## src/rtl/dnn_infer_ctrl.sv

```systemverilog
// dnn_infer_ctrl: loads an image over the shared memory port, runs the engine with timeout, returns the argmax digit to the host
module dnn_infer_ctrl #(
  parameter int DATA_WIDTH = 16,
  parameter int ADDR_WIDTH = 18,
  parameter int ADDR_BASE_A = 0,
  parameter int N_PIX = 400,
  parameter int N_OUT = 10,
  parameter logic [DATA_WIDTH-1:0] BIAS_VAL = 16'h4000,
  parameter int TIMEOUT = 1 << 20
) (
  input  logic                             clk,
  input  logic                             rst,
  input  logic                             pix_valid,
  input  logic [DATA_WIDTH-1:0]            pix_data,
  output logic                             pix_ready,
  output logic                             res_valid,
  input  logic                             res_ready,
  output logic [3:0]                       res_digit,
  output logic                             res_err,
  output logic                             busy,
  output logic [ADDR_WIDTH-1:0]            mem_addr,
  output logic                             mem_we,
  output logic [DATA_WIDTH-1:0]            mem_wdata,
  input  logic [ADDR_WIDTH-1:0]            eng_mem_addr,
  output logic                             eng_start,
  output logic                             eng_reset,
  input  logic                             eng_done,
  input  logic [N_OUT-1:0][DATA_WIDTH-1:0] eng_out
);
  localparam int PW = $clog2(N_PIX + 1);
  typedef enum logic [2:0] {IDLE, LOAD, BIAS, START, RUN, ARGMAX, RESULT, CLEAR} state_t;
  state_t state, state_n;
  logic [PW-1:0] pix_cnt;
  logic [31:0] to_cnt;
  logic [3:0] ai, idx;
  logic signed [DATA_WIDTH-1:0] best, cur;
  logic bias_wr, pix_acc, last_pix, timed_out, better, last_out;
  logic [ADDR_WIDTH-1:0] addr_r;
  logic we_r;
  logic [DATA_WIDTH-1:0] wdata_r;
  assign pix_acc = pix_valid && pix_ready;
  assign last_pix = pix_cnt == PW'(N_PIX - 1);
  assign timed_out = TIMEOUT != 0 && to_cnt == 32'(TIMEOUT - 1);
  assign cur = $signed(eng_out[ai]);
  assign better = ai == 4'd0 || cur > best;
  assign last_out = ai == 4'(N_OUT - 1);
  assign mem_addr = state == RUN ? eng_mem_addr : addr_r;
  assign mem_we = we_r && state != RUN;
  assign mem_wdata = wdata_r;
  always_ff @(posedge clk or posedge rst)
    if (rst) state <= IDLE;
    else state <= state_n;
  always_comb begin
    state_n = state;
    pix_ready = state == IDLE || state == LOAD;
    eng_start = state == START;
    eng_reset = state == CLEAR;
    res_valid = state == RESULT;
    busy = state != IDLE;
    case (state)
      IDLE, LOAD: state_n = pix_acc ? (last_pix ? BIAS : LOAD) : state;
      BIAS: state_n = bias_wr ? START : BIAS;
      START: state_n = RUN;
      RUN: state_n = eng_done ? ARGMAX : (timed_out ? RESULT : RUN);
      ARGMAX: state_n = last_out ? RESULT : ARGMAX;
      RESULT: state_n = res_ready ? CLEAR : RESULT;
      default: state_n = IDLE;
    endcase
  end
  always_ff @(posedge clk or posedge rst) begin
    if (rst) begin
      pix_cnt <= '0;
      to_cnt <= '0;
      ai <= '0;
      idx <= '0;
      best <= '0;
      bias_wr <= 1'b0;
      addr_r <= '0;
      we_r <= 1'b0;
      wdata_r <= '0;
      res_digit <= '0;
      res_err <= 1'b0;
    end else begin
      we_r <= 1'b0;
      if (pix_acc) begin
        addr_r <= ADDR_WIDTH'(ADDR_BASE_A) + ADDR_WIDTH'(pix_cnt);
        we_r <= 1'b1;
        wdata_r <= pix_data;
        pix_cnt <= pix_cnt + 1'b1;
      end
      if (state == BIAS && !bias_wr) begin
        addr_r <= ADDR_WIDTH'(ADDR_BASE_A + N_PIX);
        we_r <= 1'b1;
        wdata_r <= BIAS_VAL;
      end
      bias_wr <= state == BIAS;
      to_cnt <= state == RUN ? to_cnt + 32'd1 : '0;
      ai <= state == ARGMAX ? ai + 4'd1 : '0;
      if (state == ARGMAX && better) begin
        best <= cur;
        idx <= ai;
      end
      if (state == ARGMAX && last_out) begin
        res_digit <= better ? ai : idx;
        res_err <= 1'b0;
      end
      if (state == RUN && !eng_done && timed_out) begin
        res_digit <= 4'hF;
        res_err <= 1'b1;
      end
      if (state == CLEAR) pix_cnt <= '0;
    end
  end
endmodule

```

## config.mk

```make
export PLATFORM = sky130hd
export DESIGN_NAME = dnn_infer_ctrl
export DESIGN_NICKNAME = d
export VERILOG_FILES = /design/src/rtl/dnn_infer_ctrl.sv
export SDC_FILE = /design/constraint.sdc
export NUM_CORES = 1
export LEC_CHECK = 0
export CAP_MARGIN = 20
export CORE_MARGIN = 8
export CORE_UTILIZATION = 45
export DETAILED_ROUTE_END_ITERATION = 12
export DONT_BUFFER_PORTS = 1
export PLACE_DENSITY = 0.63
export SYNTH_ARGS = -nofsm -noshare
export SYNTH_HDL_FRONTEND = slang
export SYNTH_SLANG_ARGS = --single-unit
```

## constraint.sdc

```tcl
create_clock -name clk -period 9.6 [get_ports clk]
set_input_delay 0.48 -clock clk [delete_from_list [all_inputs] [get_ports clk]]
set_output_delay 0.48 -clock clk [all_outputs]
set_load 0.05 [all_outputs]
```

==> results of run 1 <==
## cell families after synthesis
family          Yosys count  share of synthesized area
xor+xnor                 38                     0.0534
flops                   100                      0.401
mux                      82                      0.205
simple gates            251                      0.187
compound gates           74                     0.0724
fa+ha+maj                21                     0.0421
buf+inv                  56                     0.0387
## cell usage in the layout (no fill, tap or decap), types with 4 or more instances in the layout
cell,count
sky130_fd_sc_hd__a21o_1,4
sky130_fd_sc_hd__a21oi_1,34
sky130_fd_sc_hd__and2_1,15
sky130_fd_sc_hd__and3_1,5
sky130_fd_sc_hd__and4_1,7
sky130_fd_sc_hd__buf_4,8
sky130_fd_sc_hd__clkbuf_16,9
sky130_fd_sc_hd__dfrtp_1,99
sky130_fd_sc_hd__ha_1,21
sky130_fd_sc_hd__inv_1,21
sky130_fd_sc_hd__mux2_2,8
sky130_fd_sc_hd__mux2_4,9
sky130_fd_sc_hd__mux2i_1,33
sky130_fd_sc_hd__mux4_2,32
sky130_fd_sc_hd__nand2_1,101
sky130_fd_sc_hd__nand3_1,16
sky130_fd_sc_hd__nand4_1,12
sky130_fd_sc_hd__nor2_1,63
sky130_fd_sc_hd__nor2b_1,4
sky130_fd_sc_hd__nor4_1,5
sky130_fd_sc_hd__o21ai_0,5
sky130_fd_sc_hd__o22ai_1,16
sky130_fd_sc_hd__or3_1,7
sky130_fd_sc_hd__xnor2_1,15
sky130_fd_sc_hd__xor2_1,23
## synthesized netlist by cell type (3+ instances only)
| cell | count |
|---|---|
| sky130_fd_sc_hd__a21o_1 | 4 |
| sky130_fd_sc_hd__a21oi_1 | 34 |
| sky130_fd_sc_hd__and2_1 | 15 |
| sky130_fd_sc_hd__and3_1 | 5 |
| sky130_fd_sc_hd__and4_1 | 7 |
| sky130_fd_sc_hd__buf_1 | 3 |
| sky130_fd_sc_hd__buf_2 | 6 |
| sky130_fd_sc_hd__clkbuf_1 | 23 |
| sky130_fd_sc_hd__dfrtp_1 | 100 |
| sky130_fd_sc_hd__ha_1 | 21 |
| sky130_fd_sc_hd__inv_1 | 22 |
| sky130_fd_sc_hd__mux2_2 | 8 |
| sky130_fd_sc_hd__mux2_4 | 9 |
| sky130_fd_sc_hd__mux2i_1 | 33 |
| sky130_fd_sc_hd__mux4_2 | 32 |
| sky130_fd_sc_hd__nand2_1 | 101 |
| sky130_fd_sc_hd__nand3_1 | 16 |
| sky130_fd_sc_hd__nand3b_1 | 3 |
| sky130_fd_sc_hd__nand4_1 | 12 |
| sky130_fd_sc_hd__nor2_1 | 63 |
| sky130_fd_sc_hd__nor2b_1 | 4 |
| sky130_fd_sc_hd__nor3_1 | 3 |
| sky130_fd_sc_hd__nor3b_1 | 3 |
| sky130_fd_sc_hd__nor4_1 | 5 |
| sky130_fd_sc_hd__o21ai_0 | 5 |
| sky130_fd_sc_hd__o22ai_1 | 16 |
| sky130_fd_sc_hd__or2_2 | 3 |
| sky130_fd_sc_hd__or3_1 | 7 |
| sky130_fd_sc_hd__xnor2_1 | 15 |
| sky130_fd_sc_hd__xor2_1 | 23 |
## metal layers
| metal | vias to the layer above | global-route usage |
|---|---|---|
| met3 | 10 | 0.0655 |
| li1 | 2164 | - |
| met1 | 2227 | 0.203 |
| met4 | 0 | 0.0418 |
| met2 | 133 | 0.295 |
| met5 | - | 0 |
## registers in the layout, indices dropped and copies added, names as in the netlist
name,cells
state,3
res_digit,4
we_r,1
idx,4
to_cnt,32
best,16
pix_cnt,9
res_err,1
ai,4
bias_wr,1
mem_wdata,16
addr_r,9
## power breakdown
group | total [W] | leakage, nW | switching [W] | internal (W)
registers | 0.000729 | 1.31 | 0.000206 | 0.000524
clock network | 0.000421 | 0.169 | 0.000160 | 0.000262
logic | 0.000858 | 1.38 | 0.000485 | 0.000373
## through the flow
| stage | instance area, um2 | cells | utilization | hold WS, ns | total power, W |
|---|---|---|---|---|---|
| 2_1_floorplan | 6240 | 622 | - | 0.424 | 0.00147 |
| 3_3_place_gp | 6380 | 776 | 0.465 | 0.281 | 0.00157 |
| 3_5_place_dp | 6390 | 777 | 0.466 | 0.282 | 0.00160 |
| 4_1_cts | 6750 | 794 | 0.492 | 0.241 | 0.00203 |
| 5_1_grt | 6780 | 795 | 0.494 | 0.248 | 0.00214 |
| 6_report | 6780 | 795 | 0.494 | 0.258 | 0.00201 |
## how the worst max path moves through the flow
stage | cells after the start | startpoint | end | slack, ns
CTS | 11 | ai[0]$_DFF_PP0_ | best[4]$_DFFE_PP0P_ | 4.78
finish | 11 | ai[0]$_DFF_PP0_ | best[3]$_DFFE_PP0P_ | 4.84
global route | 11 | ai[0]$_DFF_PP0_ | best[6]$_DFFE_PP0P_ | 4.56
floorplan | 14 | ai[0]$_DFF_PP0_ | best[15]$_DFFE_PP0P_ | 5.49
detailed placement | 11 | ai[0]$_DFF_PP0_ | best[2]$_DFFE_PP0P_ | 4.80
global placement | 11 | ai[0]$_DFF_PP0_ | best[7]$_DFFE_PP0P_ | 4.94
## what timing repair did
action	CTS	global route
endpoints found under the hold margin	14	0
setup buffers	0	0
hold buffers	1	0
## critical path: stages, from the launching register on
cell	delay (ns)
sky130_fd_sc_hd__dfrtp_2	0.67
sky130_fd_sc_hd__buf_4	0.60
sky130_fd_sc_hd__mux4_2	0.58
sky130_fd_sc_hd__mux2i_1	0.15
sky130_fd_sc_hd__o22ai_1	0.13
sky130_fd_sc_hd__ha_1	0.37
sky130_fd_sc_hd__nand4_2	0.13
sky130_fd_sc_hd__or3_1	0.42
sky130_fd_sc_hd__a21o_1	0.19
sky130_fd_sc_hd__a221o_1	0.40
sky130_fd_sc_hd__o21a_1	0.53
sky130_fd_sc_hd__mux2_4	0.43
## final cells by class
cell class,count,area (um2)
clock buffers,10,239
flip-flops and latches,100,2500
multi-input cells,466,3500
clock inverters,6,111
inverters,22,85.1
fillers,1265,6940
repair buffers,11,109
well taps,180,225
==> results.json, run 1 <==
{
  "timing.max_slew.rel_slack": 0.294,
  "top_layer_used": "met4",
  "cts_inserted_buffers": 9,
  "synthesis.area_um2": 6240,
  "postCtsResizedCells": 0,
  "antenna-diode-count": 0,
  "drc_errors": 0,
  "i_o_pins": 244,
  "synth_async_sr_flop_share": 1.00,
  "clock_tree.root_cell": "sky130_fd_sc_hd__clkbuf_16",
  "reg2reg_depth": 11,
  "max_clock_freq_mhz": 210,
  "areaGrowthSynthToFinish_pct": 8.65,
  "insertion_delay_of_the_later_clocked_pin_in_the_worst_skew_pair_ns": 0.35,
  "die_h_um": 134,
  "worst_slew_pin_slew_ns": 1.06,
  "run_status": "complete, no violations",
  "r2r-start": "ai[0]$_DFF_PP0_",
  "number_of_max_capacitance_violations_reported": 0,
  "clock_tree.htree_level_count": 3,
  "min_delay_worst_endpoint": "mem_wdata[11]$_DFFE_PP0P_",
  "met2RoutedLength_mm": 8.11,
  "first_global_vias": 4771,
  "flop2flop_setup_slack_ns": 4.84,
  "hold_class": "in -> reg",
  "grt_first_pass_wirelength_mm": 25.1,
  "criticalPathCategory": "reg -> reg",
  "core.rowCount": 43,
  "endpoint_kind": "register",
  "post-route-period-util": 0.496,
  "grt_start_max_net_pins": 87,
  "synth_nets": 842,
  "globalRoute.totalOverflow": 0,
  "ant_nets": 0,
  "initial_antenna_violation_count": 0,
  "min_from": "pix_data[11]",
  "clk_pin_slew_ns": 0.07,
  "final_nets": 830,
  "die_area_um2": 17900,
  "synth_edf_count": 0,
  "finalSetupViolations": 0,
  "clockBufferDepth": 2,
  "die_w_um": 134,
  "synth.yosys.seq_area_share": 0.401,
  "min_path_cells": 2,
  "power_per_cell_area_nw_per_um2": 296,
  "synth_largest_type_area_fraction": 0.401,
  "route.met3.wl_mm": 1.02,
  "place_hpwl_mm": 12.2,
  "final.setup.tns_ns": 0,
  "dominant_register_cell_in_the_synthesized_netlist": "sky130_fd_sc_hd__dfrtp_1",
  "initial_utilization": 0.455,
  "worst_ep_required_time_ns": 9.83,
  "r2r-end": "best[3]$_DFFE_PP0P_",
  "timing.critical_path.from_type": "register",
  "synth_top_cells_by_area": "sky130_fd_sc_hd__dfrtp_1, sky130_fd_sc_hd__mux4_2, sky130_fd_sc_hd__nand2_1",
  "arrival_time_of_the_worst_setup_path_ns": 5.00,
  "syn_inst": 622,
  "post-route-min-period_ns": 4.76,
  "weighted_congestion_reported_at_the_end_of_routability_driven_placement": 0.795,
  "core_area_um2": 13700,
  "post_drt_wl_per_cell_um": 19.8,
  "port_buf_inserts": 0,
  "slew_violations": 0,
  "first_iter_violations": 256,
  "netlist.top_cell.by_area": "sky130_fd_sc_hd__dfrtp_1",
  "pre_cts_ws_ns": 4.80,
  "routed_wl_mm": 15.7,
  "count_of_state_elements_after_synthesis": 100,
  "leakage_power_total_nw": 2.86,
  "syn_area_cell_um2": 10.0,
  "cts_tree": "built",
  "fraction_of_layout_cells_with_a_size_suffix_above_1": 0.138,
  "timing.clock.skew_ns": 0.00600,
  "number_of_distinct_library_cells_after_synthesis": 46,
  "layout_setup_ws_ns": 4.84,
  "rsz_0062_raised_after_global_routing": "false",
  "firstDrtPassIters": 4,
  "grtUsageTotal": 0.174,
  "ys_warns": 0,
  "wl_met1_mm": 6.44,
  "avgViaCountPerCell": 5.70,
  "final_hold_viol_count": 0,
  "vias": 4534,
  "power.ir.vdd_worst_v": 0.000141,
  "clkSinkCount": 100,
  "crit_path_max_fanout": 39
}
No activity file was read; power rests on OpenSTA's default activity.
==> run 2, diff against run 1 <==
Settings changed: ABC_AREA set to 1, PLACE_DENSITY 0.63 to 0.65.
Clock period 9.6 ns to 4.1 ns, I/O delays scaled along.
==> results.json, run 2 <==
{
  "grt_start_max_net_pins": 86,
  "rsz_0062_raised_after_global_routing": "false",
  "areaGrowthSynthToFinish_pct": 8.91,
  "grtUsageTotal": 0.202,
  "route.met3.wl_mm": 1.13,
  "syn_area_cell_um2": 7.26,
  "core_area_um2": 14500,
  "timing.critical_path.from_type": "register",
  "core.rowCount": 44,
  "critPathMaxStageDelay_ns": 0.43,
  "synth_top_family_by_area": "simple AND/OR/NAND/NOR gates",
  "setup.worst_path.start": "ai[0]$_DFF_PP0_",
  "path_delay_family": "simple AND/OR/NAND/NOR gates",
  "clk_pin_slew_ns": 0.07,
  "hold_slack_ns": 0.101,
  "top_layer_used": "met4",
  "place_hpwl_mm": 15.0,
  "weighted_congestion_reported_at_the_end_of_routability_driven_placement": 0.879,
  "avgViaCountPerCell": 5.73,
  "max_clock_freq_mhz": 288,
  "arrival_time_of_the_worst_setup_path_ns": 3.68,
  "number_of_distinct_library_cells_after_synthesis": 45,
  "fraction_of_layout_cells_with_a_size_suffix_above_1": 0.0771,
  "timing.clock.skew_ns": 0.00724,
  "ant_nets": 0,
  "run_status": "complete, no violations",
  "critical-path-slowest-cell": "sky130_fd_sc_hd__dfrtp_2",
  "synth-compound-area-share": 0.164,
  "synth_top_cells_by_area": "sky130_fd_sc_hd__dfrtp_1, sky130_fd_sc_hd__nand2_1, sky130_fd_sc_hd__nor2_1",
  "reg2reg_depth": 19,
  "insertion_delay_of_the_later_clocked_pin_in_the_worst_skew_pair_ns": 0.34,
  "synth.mux.area_fraction": 0.0224,
  "leakage_power_total_nw": 3.25,
  "ys_warns": 0,
  "crit_top_cell": "sky130_fd_sc_hd__nand2_1",
  "die_area_um2": 19000,
  "die_w_um": 138,
  "postCtsResizedCells": 0,
  "globalRoute.totalOverflow": 0,
  "cts_inserted_buffers": 9,
  "power.ir.vdd_worst_v": 0.000418,
  "clock_tree.htree_level_count": 3,
  "path_cells": "inv_2, buf_4, o21ai_0, o221ai_1, nand3_1, o21ai_0, ha_1, a21oi_1, nor2_1, nor2_1, nand2_1, nand2_1, nand2_1, nand2_1, nand3_2, nand2_4, nand2_4, nand2_1, o21ai_1",
  "clkSinkCount": 100,
  "slew_violations": 0,
  "power_per_cell_area_nw_per_um2": 779,
  "criticalPathCategory": "reg -> reg",
  "commonest_cells_after_routing_fill_and_taps_aside": "sky130_fd_sc_hd__nand2_1, sky130_fd_sc_hd__nor2_1, sky130_fd_sc_hd__dfrtp_1",
  "postCtsHoldBufs": 17,
  "post-route-min-period_ns": 3.48,
  "synthesis.area_um2": 6700,
  "wl_met1_mm": 8.45,
  "yosys.cell_count.top_type": "sky130_fd_sc_hd__nand2_1",
  "synth_async_sr_flop_share": 1.00,
  "endpoint_kind": "register",
  "synth_largest_type_area_fraction": 0.374,
  "worst_ep_required_time_ns": 4.30,
  "postCtsSetupBuffers": 0,
  "r2r-start": "ai[0]$_DFF_PP0_",
  "syn_inst": 923,
  "number_of_max_capacitance_violations_reported": 0,
  "vias": 6333,
  "drc_errors": 0,
  "synth_nets": 1143,
  "timing.max_slew.rel_slack": 0.325,
  "synth-adder-area-share": 0.0392,
  "final_hold_viol_count": 0,
  "clockBufferDepth": 2,
  "finalSetupViolations": 0,
  "flop2flop_setup_slack_ns": 0.62,
  "mostFrequentLayoutCell": "sky130_fd_sc_hd__nand2_1",
  "initial_utilization": 0.461,
  "final_core_utilization": 0.502,
  "firstDrtPassIters": 6,
  "count_of_state_elements_after_synthesis": 100,
  "met2RoutedLength_mm": 10.0,
  "crit_path_max_fanout": 29,
  "final_nets": 1136,
  "final.setup.tns_ns": 0,
  "yosys.area_share.xor_xnor": 0.0131,
  "cts_tree": "built",
  "grt_first_pass_wirelength_mm": 32.5,
  "post_drt_wl_per_cell_um": 18.0,
  "post_synth_most_frequent_cells": "sky130_fd_sc_hd__nand2_1, sky130_fd_sc_hd__nor2_1, sky130_fd_sc_hd__dfrtp_1",
  "netlist.top_cell.by_area": "sky130_fd_sc_hd__dfrtp_1",
  "dominant_register_cell_in_the_synthesized_netlist": "sky130_fd_sc_hd__dfrtp_1",
  "worst_slew_pin_slew_ns": 1.01,
  "placed_cells_incl_taps": 1072,
  "antenna-diode-count": 0,
  "port_buf_inserts": 0,
  "registers.top_by_ff_count": "to_cnt",
  "timing.critical_path.to": "idx[2]$_DFFE_PP0P_",
  "path_buf_inv": 2,
  "r2r-end": "idx[2]$_DFFE_PP0P_",
  "synth_edf_count": 0,
  "first_iter_violations": 433,
  "routed_wl_mm": 19.9,
  "post_synth_and_or_nand_nor_area_fraction": 0.306,
  "hold_class": "in -> reg",
  "final_cells": 1105,
  "die_h_um": 138,
  "first_global_vias": 6263,
  "largest_register_ff_count": 32,
  "synth.yosys.seq_area_share": 0.374,
  "path_depth": 19,
  "post-route-period-util": 0.848,
  "i_o_pins": 244,
  "initial_antenna_violation_count": 0,
  "clock_tree.root_cell": "sky130_fd_sc_hd__clkbuf_16"
}
[run 2: tightest hold or removal path, cell delays in order]
cell and delay (ns):
sky130_fd_sc_hd__inv_1 0.02, sky130_fd_sc_hd__nand2_1 0.09, sky130_fd_sc_hd__o21ai_0 0.08
[run 2: cells by family (layout without fill, tap and decap cells)]
group,after synthesis,in the layout
adders and majority gates,21,21
muxes,15,15
and+or+nand+nor,454,454
xor gates and xnor gates,10,10
buffers and inverters,136,134
AOI/OAI and AO/OA,187,187
DFF,100,100
[run 2: where the power goes]
group	total [W]	switching, W	internal, W
logic	0.00306	0.00210	0.000955
registers	0.00177	0.000509	0.00126
clock network	0.000857	0.000365	0.000492
[run 2: cell type report]
| class | count | area [um2] |
|---|---|---|
| tap | 184 | 230 |
| multi-input combinational | 687 | 3650 |
| clock inverter | 5 | 60.1 |
| fill | 1464 | 7240 |
| sequential | 100 | 2500 |
| inverter | 89 | 337 |
| timing repair buffer | 29 | 273 |
| clock buffer | 11 | 243 |
[run 2: per-stage QoR]
step / instance area, um2 / power (W) / setup slack (ns)
floorplan: 6700 / 0.00426 / 1.28
finish: 7300 / 0.00569 / 0.625
global route: 7300 / 0.00620 / 0.222
global placement: 6820 / 0.00478 / 0.742
CTS: 7300 / 0.00574 / 0.650
detailed placement: 6820 / 0.00485 / 0.670
[run 2: per-layer routing]
layer,track usage,up-vias
met1,0.246,3002
met4,0.0435,0
met2,0.354,218
li1,-,3089
met5,0,-
met3,0.0476,24
[run 2: worst min path at each step]
| stage | startpoint | to | slack (ns) | depth (start not counted) |
|---|---|---|---|---|
| 2_1_floorplan | pix_data[10] | mem_wdata[10]$_DFFE_PP0P_ | 0.32 | 2 |
| 3_3_place_gp | rst | to_cnt[20]$_DFF_PP0_ | 0.32 | 1 |
| 3_5_place_dp | rst | to_cnt[20]$_DFF_PP0_ | 0.32 | 1 |
| 4_1_cts | pix_valid | state[0]$_DFFE_PP0P_ | 0.08 | 3 |
| 5_1_grt | pix_valid | state[0]$_DFFE_PP0P_ | 0.11 | 3 |
| 6_report | pix_valid | state[0]$_DFFE_PP0P_ | 0.10 | 3 |
